**src/rtl/ifetch_prefetch_buffer.sv**
```systemverilog
// Instruction prefetch buffer: fetches sequential words into a small FIFO ahead of the
// IF stage and redirects on flush, discarding any memory response already in flight.
module ifetch_prefetch_buffer #(
    parameter int unsigned DEPTH    = 4,
    parameter logic [31:0] RESET_PC = 32'h0000_0000
) (
    input  logic                   clk,
    input  logic                   rst,
    output logic                   imem_req,
    output logic [31:0]            imem_addr,
    input  logic                   imem_ack,
    input  logic [31:0]            imem_rdata,
    input  logic                   flush,
    input  logic [31:0]            redirect_pc,
    input  logic                   if_we,
    output logic                   if_valid,
    output logic [31:0]            if_pc,
    output logic [31:0]            if_instr,
    output logic [1:0]             fsm_state,
    output logic [$clog2(DEPTH):0] fifo_count
);
    localparam int unsigned PW = $clog2(DEPTH);
    localparam int unsigned CW = PW + 1;
    localparam logic [CW-1:0] FULL = CW'(DEPTH);

    typedef enum logic [1:0] {
        IDLE    = 2'd0,
        FETCH   = 2'd1,
        DISCARD = 2'd2
    } state_t;

    // Handshakes: imem_req stays high with imem_addr stable until an edge where
    // imem_req && imem_ack, which completes the transfer; the IF stage pops on an
    // edge where if_valid && if_we.

    state_t          state;
    state_t          state_n;
    logic [CW-1:0]   count;
    logic [CW-1:0]   count_after_pop;
    logic [PW-1:0]   rd_ptr;
    logic [PW-1:0]   wr_ptr;
    logic [31:0]     fetch_pc;
    logic [31:0]     abandon_addr;
    logic [31:0]     pc_mem    [DEPTH];
    logic [31:0]     instr_mem [DEPTH];
    logic            pop;
    logic            push;

    assign fsm_state  = state;
    assign fifo_count = count;

    assign if_valid = (count != '0);
    assign if_pc    = if_valid ? pc_mem[rd_ptr]    : 32'd0;
    assign if_instr = if_valid ? instr_mem[rd_ptr] : 32'd0;

    assign imem_req  = (state == FETCH) || (state == DISCARD);
    assign imem_addr = (state == DISCARD) ? abandon_addr : fetch_pc;

    assign pop             = if_we && if_valid;
    assign count_after_pop = count - CW'(pop);

    always_comb begin
        state_n = state;
        push    = 1'b0;
        case (state)
            IDLE: begin
                // A request is only launched once a slot is guaranteed for its data.
                if (flush || (count_after_pop < FULL)) begin
                    state_n = FETCH;
                end
            end
            FETCH: begin
                if (flush) begin
                    state_n = imem_ack ? FETCH : DISCARD;
                end else if (imem_ack) begin
                    push    = 1'b1;
                    state_n = ((count_after_pop + CW'(1)) < FULL) ? FETCH : IDLE;
                end
            end
            DISCARD: begin
                if (imem_ack) begin
                    state_n = FETCH;
                end
            end
            default: state_n = IDLE;
        endcase
    end

    always_ff @(posedge clk or negedge rst) begin
        if (!rst) begin
            state        <= IDLE;
            count        <= '0;
            rd_ptr       <= '0;
            wr_ptr       <= '0;
            fetch_pc     <= RESET_PC;
            abandon_addr <= '0;
        end else begin
            state <= state_n;
            if (flush) begin
                count    <= '0;
                rd_ptr   <= '0;
                wr_ptr   <= '0;
                fetch_pc <= {redirect_pc[31:2], 2'b00};
            end else begin
                if (push) begin
                    wr_ptr   <= wr_ptr + PW'(1);
                    fetch_pc <= fetch_pc + 32'd4;
                end
                if (pop) begin
                    rd_ptr <= rd_ptr + PW'(1);
                end
                count <= count_after_pop + CW'(push);
            end
            // The in-flight address must stay on the bus until its ack retires it.
            if ((state == FETCH) && flush && !imem_ack) begin
                abandon_addr <= fetch_pc;
            end
        end
    end

    always_ff @(posedge clk) begin
        if (push) begin
            pc_mem[wr_ptr]    <= fetch_pc;
            instr_mem[wr_ptr] <= imem_rdata;
        end
    end

endmodule

```
**config.mk**
```make
export PLATFORM = sky130hd
export DESIGN_NAME = ifetch_prefetch_buffer
export DESIGN_NICKNAME = d
export VERILOG_FILES = /design/src/rtl/ifetch_prefetch_buffer.sv
export SDC_FILE = /design/constraint.sdc
export NUM_CORES = 1
export LEC_CHECK = 0
export CAP_MARGIN = 20
export CORE_MARGIN = 1.5
export CORE_UTILIZATION = 50
export DETAILED_ROUTE_END_ITERATION = 6
export GPL_TIMING_DRIVEN = 0
export HOLD_SLACK_MARGIN = 0.03
export MAX_ROUTING_LAYER = met4
export PLACE_DENSITY = 0.8
export SLEW_MARGIN = 10
export SYNTH_ARGS = -nofsm -noshare
export SYNTH_HDL_FRONTEND = slang
export SYNTH_SLANG_ARGS = --single-unit
```
**constraint.sdc**
```tcl
create_clock -name clk -period 4.9 [get_ports clk]
set_input_delay 0.735 -clock clk [delete_from_list [all_inputs] [get_ports clk]]
set_output_delay 0.735 -clock clk [all_outputs]
set_load 0.02 [all_outputs]
```
==> metrics.md, run 1 <==
| Metric | Value |
|---|---|
| Outcome | completed |
| Vias per std cell | 5.520 |
| Min Tclk post-route | 3908 ps |
| Setup Fix Bufs, Post-CTS | 0 |
| Top cells by area, synth | edfxtp_1 (57%), dfrtp_1 (13%), mux4_2 (11%), mux2_2 (5.3%), and2_1 (3.2%) |
| I/O Pins | 172 |
| CTS root buf | clkbuf_16 |
| Clock transition at path regs | 60 ps |
| NumNets Final | 1,040 |
| Worst hold slack | 131.4 ps |
| Max_slew headroom | 48.26% |
| Initial Util | 50.61% |
| Post-Layout Inst Area | 0.01639 sq mm |
| Via Count | 7,275 |
| Syn Std Cell Area | 0.01311 sq mm |
| Worst Setup Start Kind | flip-flop |
| Initial antenna violation count | 0 |
| Cell Area, Placed | 0.01532 sq mm |
| DR iter-0 viols | 529 |
| Post-synth top flop | edfxtp_1 |
| Slew Limit Fails | 0 |
| Most numerous cell in the Yosys netlist | edfxtp_1 |
| #FFs+latches synth | 317 |
| H-tree Lvls | 1 |
| CP Cell Sequence | clkbuf_1 > buf_2 > mux4_2 > and2_1 > clkdlybuf4s50_1 |
| Total power | 8809 uW |
| Crit path DAT | 3170 ps |
| Clock share of power | 27.9% |
| P_sw | 2648 uW |
| FILL cells | 1,828 |
| Final GP Congestion | 0.8035 |
| Library cells used by synthesis | 36 |
| Max-cap violations | 0 |
| Unrepaired setup endpoints after global routing | no |
| Post_cts resized | 0 |
| # setup viols final | 0 |
| Drt drc | 0 |
| All-Layer GR Usage | 21.72% |
| Die Area | 0.02721 sq mm |
| Final Skew | 11.50 ps |
| Async SR Flop Fraction | 21.77% |
| Per-cell routed wire length | 21.01 um |
| Max Fanout on Critical Path | 10 |
| Sequential share of power | 38.2% |
| Switching share of power | 30.06% |
| Clock sink count | 317 |
| Final setup margin | 991.8 ps |
| DP Worst Slack | 1483 ps |
| GRT Residual Overflow | 0 |
| Gate Count Post-Synth | 752 |
| Power per Cell Area | 537.5 mW/mm^2 |
| Die Width | 165.0 um |
| Seq/Total Area, Yosys | 69.96% |
| Core outline area | 0.02591 sq mm |
| CP bufs+invs | 3 |
| Int Power | 6161 uW |
| Pleak | 0.005616 uW |
| Hold crit path type | input port to asynchronous set/reset pin |
| Routed wire length | 27,690 um |
| Peak supply drop | 0.0003692 V |
| Yosys top cell by area | edfxtp_1 |
| Pin count of the biggest net entering global routing | 44 |
| Rows | 59 |
| Total iterations of the first detailed-routing run | 5 |
| Register area | 0.009174 sq mm |
| Layout cells sized above 1 | 20.45% |
| Final hold violations | 0 |
| Slowest-stage cell, CP | mux4_2 |
| Synth Warn # | 0 |
| Avg Inst Size Synth | 17.44 sq um |
| Footprint of the multi-input gates | 0.003740 sq mm |
| Total CTS buffers | 31 |
| CP endpoint kind | primary output |
| Slowest stage delay, CP | 550 ps |
| Worst-Margin Slew | 769.0 ps |
| CP delay by family, top | buffers and inverters |
| DRT antenna net count | 0 |
| First-pass GRT wire length | 42,750 um |
| Vias in the first global route | 7,461 |
| Post-synth top area share | 56.79% |
| Worst EP required | 4160 ps |
| P&R area growth vs syn | 24.99% |
| WS Path Type | flip-flop to primary output |
| HPWL after DPL | 17,840 um |
| Most frequent cells after synthesis | edfxtp_1 (248), dfrtp_1 (69), and2_1 (67) |
| CTS Buffer Depth | 3 |
| TritonCTS clock tree | yes |
| Worst R2R Path Depth | 10 |
| CP Depth | 5 |
| Chip height | 165.0 um |
| Fmax | 255.9 MHz |
| Skew-Pair Late Insertion Delay | 550 ps |
| EDFF count, synth | 248 |
| Hold-fix buffers at CTS | 0 |
| Logic gate share of total power | 33.8% |
| Fin crit share | 79.76% |
| IO buf count | 165 |
| Antenna cells | 0 |
stage by stage:
stage / utilization (%) / TNS, ps / instances
6_report: 63.26 / 0 / 1318
5_1_grt: 63.26 / 0 / 1318
4_1_cts: 63.26 / 0 / 1318
3_5_place_dp: 59.12 / 0 / 1260
3_3_place_gp: 58.65 / -45100 / 1255
2_1_floorplan: - / 0 / 755
logic make-up after synthesis:
| kind of cell | count (synthesis) | synth area share (%) |
|---|---|---|
| other | 1 | 0.02860 |
| adders and majority gates | 13 | 1.240 |
| xor gates and xnor gates | 35 | 2.338 |
| buffers and inverters | 51 | 1.689 |
| AOI/OAI and AO/OA | 35 | 1.384 |
| DFF | 317 | 69.96 |
| and+or+nand+nor | 175 | 7.318 |
| muxes | 125 | 16.05 |
worst reg2reg max path: stages (launching register included):
cell and delay, ps:
dfrtp_1 390, or3_1 370, clkbuf_1 330, and2_1 330
ha_1 190, ha_1 190, xor2_1 350, xor2_1 180
o21ai_0 90, a211oi_1 290, o31ai_1 90
power groups by stage:
stage | clock [uW] | combinational (uW) | sequential [uW]
after floorplan | 0 | 1760 | 3390
after global placement | 0 | 2980 | 3410
after detailed placement | 0 | 3020 | 3420
after CTS | 2500 | 3040 | 3370
after global routing | 2600 | 3220 | 3400
final | 2460 | 2980 | 3370
sequential cells by signal, indices dropped and copies added, names as in the netlist:
signal and cells:
instr_mem 128, pc_mem 120, abandon_addr 30, fetch_pc 30, fifo_count 3, fsm_state 2, rd_ptr 2, wr_ptr 2
path summary, 6_finish.rpt:
kind	start	end	slack, ps
setup / recovery	rd_ptr[0]	if_pc[15]	990
hold / removal	rst	abandon_addr[20]	130
setup reg to reg	fifo_count[0]	fsm_state[0]	1980
hold reg to reg	abandon_addr[15]	abandon_addr[15]	500
max in group asynchronous	rst	abandon_addr[30]	4190
min in group clk	abandon_addr[15]	abandon_addr[15]	500
final cells by class:
| class | count | share of cell area, % |
|---|---|---|
| plain buffers | 42 | 1.145 |
| clock buffers | 44 | 5.405 |
| clock inverters | 14 | 1.137 |
| inverters | 9 | 0.2061 |
| multi-input cells | 387 | 22.82 |
| flip-flops and latches | 317 | 55.97 |
| well taps | 335 | 2.557 |
| repair buffers | 170 | 10.76 |
placed cells by master, fill, tap and decap left out, drive strengths merged, types with 8 or more instances in the layout:
| master | synthesis | layout |
|---|---|---|
| nand2 | 48 | 48 |
| buf | 13 | 19 |
| and2 | 67 | 67 |
| xor2 | 18 | 18 |
| clkdlybuf4s50 | 0 | 164 |
| nand3 | 14 | 14 |
| inv | 9 | 11 |
| xnor2 | 17 | 17 |
| o21ai | 30 | 30 |
| mux2 | 62 | 62 |
| mux4 | 62 | 62 |
| edfxtp | 248 | 248 |
| dfrtp | 69 | 69 |
| clkbuf | 29 | 73 |
| nor3 | 8 | 8 |
| nor2 | 11 | 11 |
| ha | 13 | 13 |
routing by layer:
layer / GRT usage, % / wire length (um)
met5: - / 0
met4: 4.709 / 505
met3: 3.867 / 1742
met2: 34.21 / 13470
met1: 29.98 / 11980
No activity file was read; power rests on OpenSTA's default activity.
==> run 2, diff against run 1 <==
--- a/config.mk
+++ b/config.mk
@@ -12,7 +12,7 @@
 export GPL_TIMING_DRIVEN = 0
 export HOLD_SLACK_MARGIN = 0.03
 export MAX_ROUTING_LAYER = met4
-export PLACE_DENSITY = 0.8
+export PLACE_DENSITY = 0.83
 export SLEW_MARGIN = 10
 export SYNTH_ARGS = -nofsm -noshare
 export SYNTH_HDL_FRONTEND = slang
==> constraint.sdc (replaced) <==
create_clock -name clk -period 3.4 [get_ports clk]
set_input_delay 0.51 -clock clk [delete_from_list [all_inputs] [get_ports clk]]
set_output_delay 0.51 -clock clk [all_outputs]
set_load 0.02 [all_outputs]
==> run 2 against run 1 <==
  * Count of clock-buffer cells in the layout grew 7
  * Clock power grew 56%
  * Critical path type unchanged
  * Sequential power up 45%
  * Clock skew rose by 2.9 ps
  * Combinational power rose by 45%
  * Total power up 48%
  * Utilization grew 0.62 points
==> metrics.md, run 2 (synthesis results as in run 1) <==
| Metric | Value |
|---|---|
| H-tree Lvls | 2 (+1) |
| HPWL after DPL | 17,670 um (-0.92%) |
| Fmax | 307.1 MHz |
| Chip height | 165.0 um (unchanged) |
| Initial Util | 50.61% (unchanged) |
| Final Skew | 14.42 ps (+2.921 ps) |
| NumNets Final | 1,042 (+0.19%) |
| Skew-Pair Late Insertion Delay | 500 ps (-50 ps) |
| Total power | 13,030 uW (+48%) |
| Layout cells sized above 1 | 21.10% (+0.65 points) |
| First-pass GRT wire length | 43,340 um (+1.4%) |
| Max_slew headroom | 51.96% (+3.7 points) |
| Drt drc | 0 (unchanged) |
| Max Fanout on Critical Path | 10 (unchanged) |
| CTS Buffer Depth | 3 (unchanged) |
| Rows | 59 (unchanged) |
| DR iter-0 viols | 714 (+35%) |
| Non-Filler Instances | 1,321 (+0.23%) |
| TritonCTS clock tree | yes |
| Vias in the first global route | 7,672 (+2.8%) |
| Pin count of the biggest net entering global routing | 50 (+14%) |
| Min Tclk post-route | 3256 ps |
| Setup Fix Bufs, Post-CTS | 0 (unchanged) |
| Slowest stage delay, CP | 620 ps (+70 ps) |
| Unrepaired setup endpoints after global routing | no |
| Max-cap violations | 0 (unchanged) |
| Clock sink count | 317 (unchanged) |
| Placed Cells | 1,260 (unchanged) |
| Hold crit path type | input port to asynchronous set/reset pin |
| Power per Cell Area | 787.3 mW/mm^2 (+46%) |
| Setup TNS | 0 ps (unchanged) |
| Largest regs | instr_mem: 128 flops, pc_mem: 120 flops |
| Total CTS buffers | 35 (+13%) |
| CTS root buf | clkbuf_16 |
| CP bufs+invs | 2 (-1) |
| Fin crit share | 95.76% |
| # setup viols final | 0 (unchanged) |
| Routed wire length | 27,970 um (+0.98%) |
| WS Path Type | flip-flop to primary output |
| Final hold violations | 0 (unchanged) |
| Biggest register | instr_mem |
| Per-cell routed wire length | 21.17 um (+0.75%) |
| GRT Residual Overflow | 0 (unchanged) |
| Commonest non-fill, non-tap cells in the layout | edfxtp_1 (248), clkdlybuf4s50_1 (164), dfrtp_1 (68) |
| Clock transition at path regs | 60 ps (about the same) |
| Die Area | 0.02721 sq mm (unchanged) |
| IO buf count | 165 (unchanged) |
| CP delay by family, top | buffers and inverters |
| Most common cell after layout, fill and taps aside | edfxtp_1 |
| Via Count | 7,290 (+0.21%) |
| Worst-Margin Slew | 720.5 ps (-48.47 ps) |
| Total iterations of the first detailed-routing run | 5 (unchanged) |
| Peak supply drop | 0.0005507 V (+49%) |
| Largest register FFs | 128 (unchanged) |
| Final GP Congestion | 0.8090 (+0.68%) |
| Worst Setup Start Kind | flip-flop |
| Slew Limit Fails | 0 (unchanged) |
| Pleak | 0.005705 uW (+1.6%) |
| Outcome | completed |
| Vias per std cell | 5.519 (about the same) |
| P&R area growth vs syn | 26.22% |
| DRT antenna net count | 0 (unchanged) |
| I/O Pins | 172 (unchanged) |
| CP endpoint kind | primary output |
| Crit path DAT | 2750 ps (-420 ps) |
| All-Layer GR Usage | 22.07% (+0.35 points) |
| CP Cell Sequence | or3_1 > clkbuf_1 > and2_1 > clkdlybuf4s50_1 |
| Antenna cells | 0 (unchanged) |
| Die Width | 165.0 um (unchanged) |
| Slowest-stage cell, CP | clkdlybuf4s50_1 |
| Worst EP required | 2890 ps (-1270 ps) |
| Initial antenna violation count | 0 (unchanged) |
| Core outline area | 0.02591 sq mm (unchanged) |
==> run 2: changes by cell type in the layout (fill, tap and decap cells not counted), sizes merged <==
cell	delta
clkinvlp	-2
clkinv	+1
dlygate4sd3	+1
inv	-1
clkbuf	+10
buf	-6
==> run 2: routing by layer <==
| layer | GRT usage [%] | routed length (um) |
|---|---|---|
| met3 | 4.370 | 2022 |
| met1 | 29.86 | 12010 |
| met5 | - | 0 |
| met2 | 34.85 | 13470 |
| met4 | 5.324 | 467 |
==> run 2: report_power, final <==
group	internal (uW)	total, uW	switching, uW	leakage, uW
registers	4620	4890	272	0.00310
clock network	2380	3830	1450	0.000572
logic	2170	4310	2150	0.00204
total	9160	13000	3870	0.00570
==> run 2: area by class of cell <==
cell class                      count  area [sq um]
Fill cell                        1798          9359
Sequential cell                   317          9175
Multi-Input combinational cell    387          3740
Timing Repair Buffer              171          1797
Clock buffer                       51          1018
Tap cell                          335         419.2
Buffer                             39         210.2
Clock inverter                     12         158.9
Inverter                            9         33.78
==> run 2: final timing paths <==
path,from,cells after the start,slack (ps),end
worst max-delay path,fifo_count[2],4,140,if_pc[13]
worst min-delay path,rst,2,450,abandon_addr[19]
worst max register to register,fifo_count[0],9,500,fsm_state[0]
worst min register to register,abandon_addr[20],1,500,abandon_addr[20]
max in group asynchronous,rst,3,2370,rd_ptr[0]
min in group clk,abandon_addr[20],1,500,abandon_addr[20]
==> run 2: repair_timing <==
item | in CTS | in global routing
hold buffers | 1 | 0
gates cloned | 0 | 0
hold endpoints to repair | 20 | 0
pin swaps | 0 | 0
resized for setup | 8 | 16
setup endpoints to repair | 87 | 65
==> run 2: stage by stage <==
| stage | worst slack [ps] | cell area, sq um | util [%] | hold WS, ps |
|---|---|---|---|---|
| global placement | -1460 | 15200 | 58.65 | 480.7 |
| floorplan | 310.8 | 13130 | - | 214.4 |
| detailed placement | 137.8 | 15340 | 59.21 | 429.8 |
| CTS | 5.839 | 16530 | 63.78 | 440.6 |
| global route | 5.574 | 16550 | 63.88 | 468.9 |
| finish | 144.1 | 16550 | 63.88 | 445.5 |
==> run 2: worst register-to-register path: stages, from the launching register on <==
cell	delay [ps]
dfrtp_1	390
or3_1	630
and2_1	320
ha_1	190
ha_1	180
xor2_1	340
xor2_1	220
o21ai_0	100
a211oi_1	290
o31ai_1	110
==> variant, RTL diff (config.mk and constraints of run 1) <==
`DEPTH`: 4 -> 8.
--- a/src/rtl/ifetch_prefetch_buffer.sv
+++ b/src/rtl/ifetch_prefetch_buffer.sv
@@ -1,7 +1,7 @@
 // Instruction prefetch buffer: fetches sequential words into a small FIFO ahead of the
 // IF stage and redirects on flush, discarding any memory response already in flight.
 module ifetch_prefetch_buffer #(
-    parameter int unsigned DEPTH    = 4,
+    parameter int unsigned DEPTH    = 8,
     parameter logic [31:0] RESET_PC = 32'h0000_0000
 ) (
     input  logic                   clk,
Ports: changed (resized fifo_count); port bits go from 172 to 173. No check against the original RTL was run, so the function may have changed too.
==> variant against run 1 <==
  * Fmax is 17% lower
  * Count of clock-buffer cells in the layout increased by 24
  * Critical path type unchanged
  * Highest routed layer unchanged
  * Sequential cell count rose by 251
  * Combinational power rose by 22%
  * Critical endpoint is now if_pc[24]
  * Setup slack worse by 0.78 ns
  * Synthesized area is 73% higher
  * Clock power is 61% higher
  * Routed wire length rose by 81%
  * Power rose by 52%
  * Die area increased by 72%
  * Cell area increased by 68%
  * Hold slack gained 0.35 ns
  * Critical path depth rose by 2
==> variant: results (changes against run 1) <==
sta:
  fin_skew_ns: 0.0171  # +0.00556 ns
grt:
  grt_max_degree: 56  # +27%
  use_met3: 0.0327  # -0.00597
  antenna_found_initial: 1  # +1
critical_path:
  regToRegStartpoint: "fsm_state[1]$_DFFE_PN0P_"
  reg2regPathDepth: 9  # -1
  cp_data_arrival_time_ns: 3.96  # +0.79 ns
yosys:
  synthArstFlopShare: 0.127  # -0.0909
  synth-compound-area-share: 0.0172  # +0.00334
  synth-seq-area-share: 0.735  # +0.0352
  synthAdderAreaFrac: 0.00606  # -0.00635
  yosysUniqueCellTypes: 44  # +22%
worst_hold_path:
  hold_class: "in -> reg"
placed_design:
  io_buffer_count: 164  # -0.61%
  dp_hpwl_mm: 31.9  # +79%
  place_congestion: 0.874  # +8.8%
floorplanning:
  row_count: 77  # +31%
detailed_routing:
  post_drt_wl_per_cell_um: 24.1  # +15%
  wl_met2_mm: 24.7  # +83%
  wl_met1_mm: 21.3  # +78%
  detail_route.vias_per_cell: 5.86  # +6.2%
  first_iter_violations: 1027  # +94%
finish:
  fin_nets: 1525  # +47%
  clock_area_frac: 0.0611  # -0.00432
  final_cells: 2081  # +58%
  seq_share: 0.608  # +0.0483
  multi_input_area_um2: 5750  # +54%
  design_area_um2: 27500  # +68%
  buffers: 263  # +24%
  n_all_inverters: 15  # +6
clock_network:
  h-tree-depth: 2  # +1
  cts_buffers: 56  # +81%
  hold_buffers: 1  # +1
outcome:
  status: "finished clean"
-- variant: cell types whose count changed after synthesis, sizes merged, moves of 7 or more --
cell           run 1  this run
or4                2        15
buf               13        31
nand2             48        39
and2              67         1
xor2              18         6
nor2              11        96
a31oi              0        16
mux4              62       124
mux2i              1        65
o31ai              1        13
edfxtp           248       496
mux2              62        48
clkbuf            29        36
-- variant: how the worst max path moves through the flow --
stage	slack (ns)	endpoint	cells past startpoint
after global routing	0.05	if_pc[24]	7
after floorplan	0.38	instr_mem[2][0]$_DFFE_PP_	6
final	0.21	if_pc[24]	7
after CTS	0.15	if_pc[21]	7
after detailed placement	0.82	if_pc[21]	7
after global placement	-2.36	instr_mem[2][30]$_DFFE_PP_	4
-- variant: report_power, final --
group	switching, µW	leakage, µW	total [µW]	internal (µW)
sequential	231	0.00533	5810	5580
clock	1740	0.000829	3960	2220
combinational	1940	0.00261	3650	1710
total	3910	0.00878	13400	9520
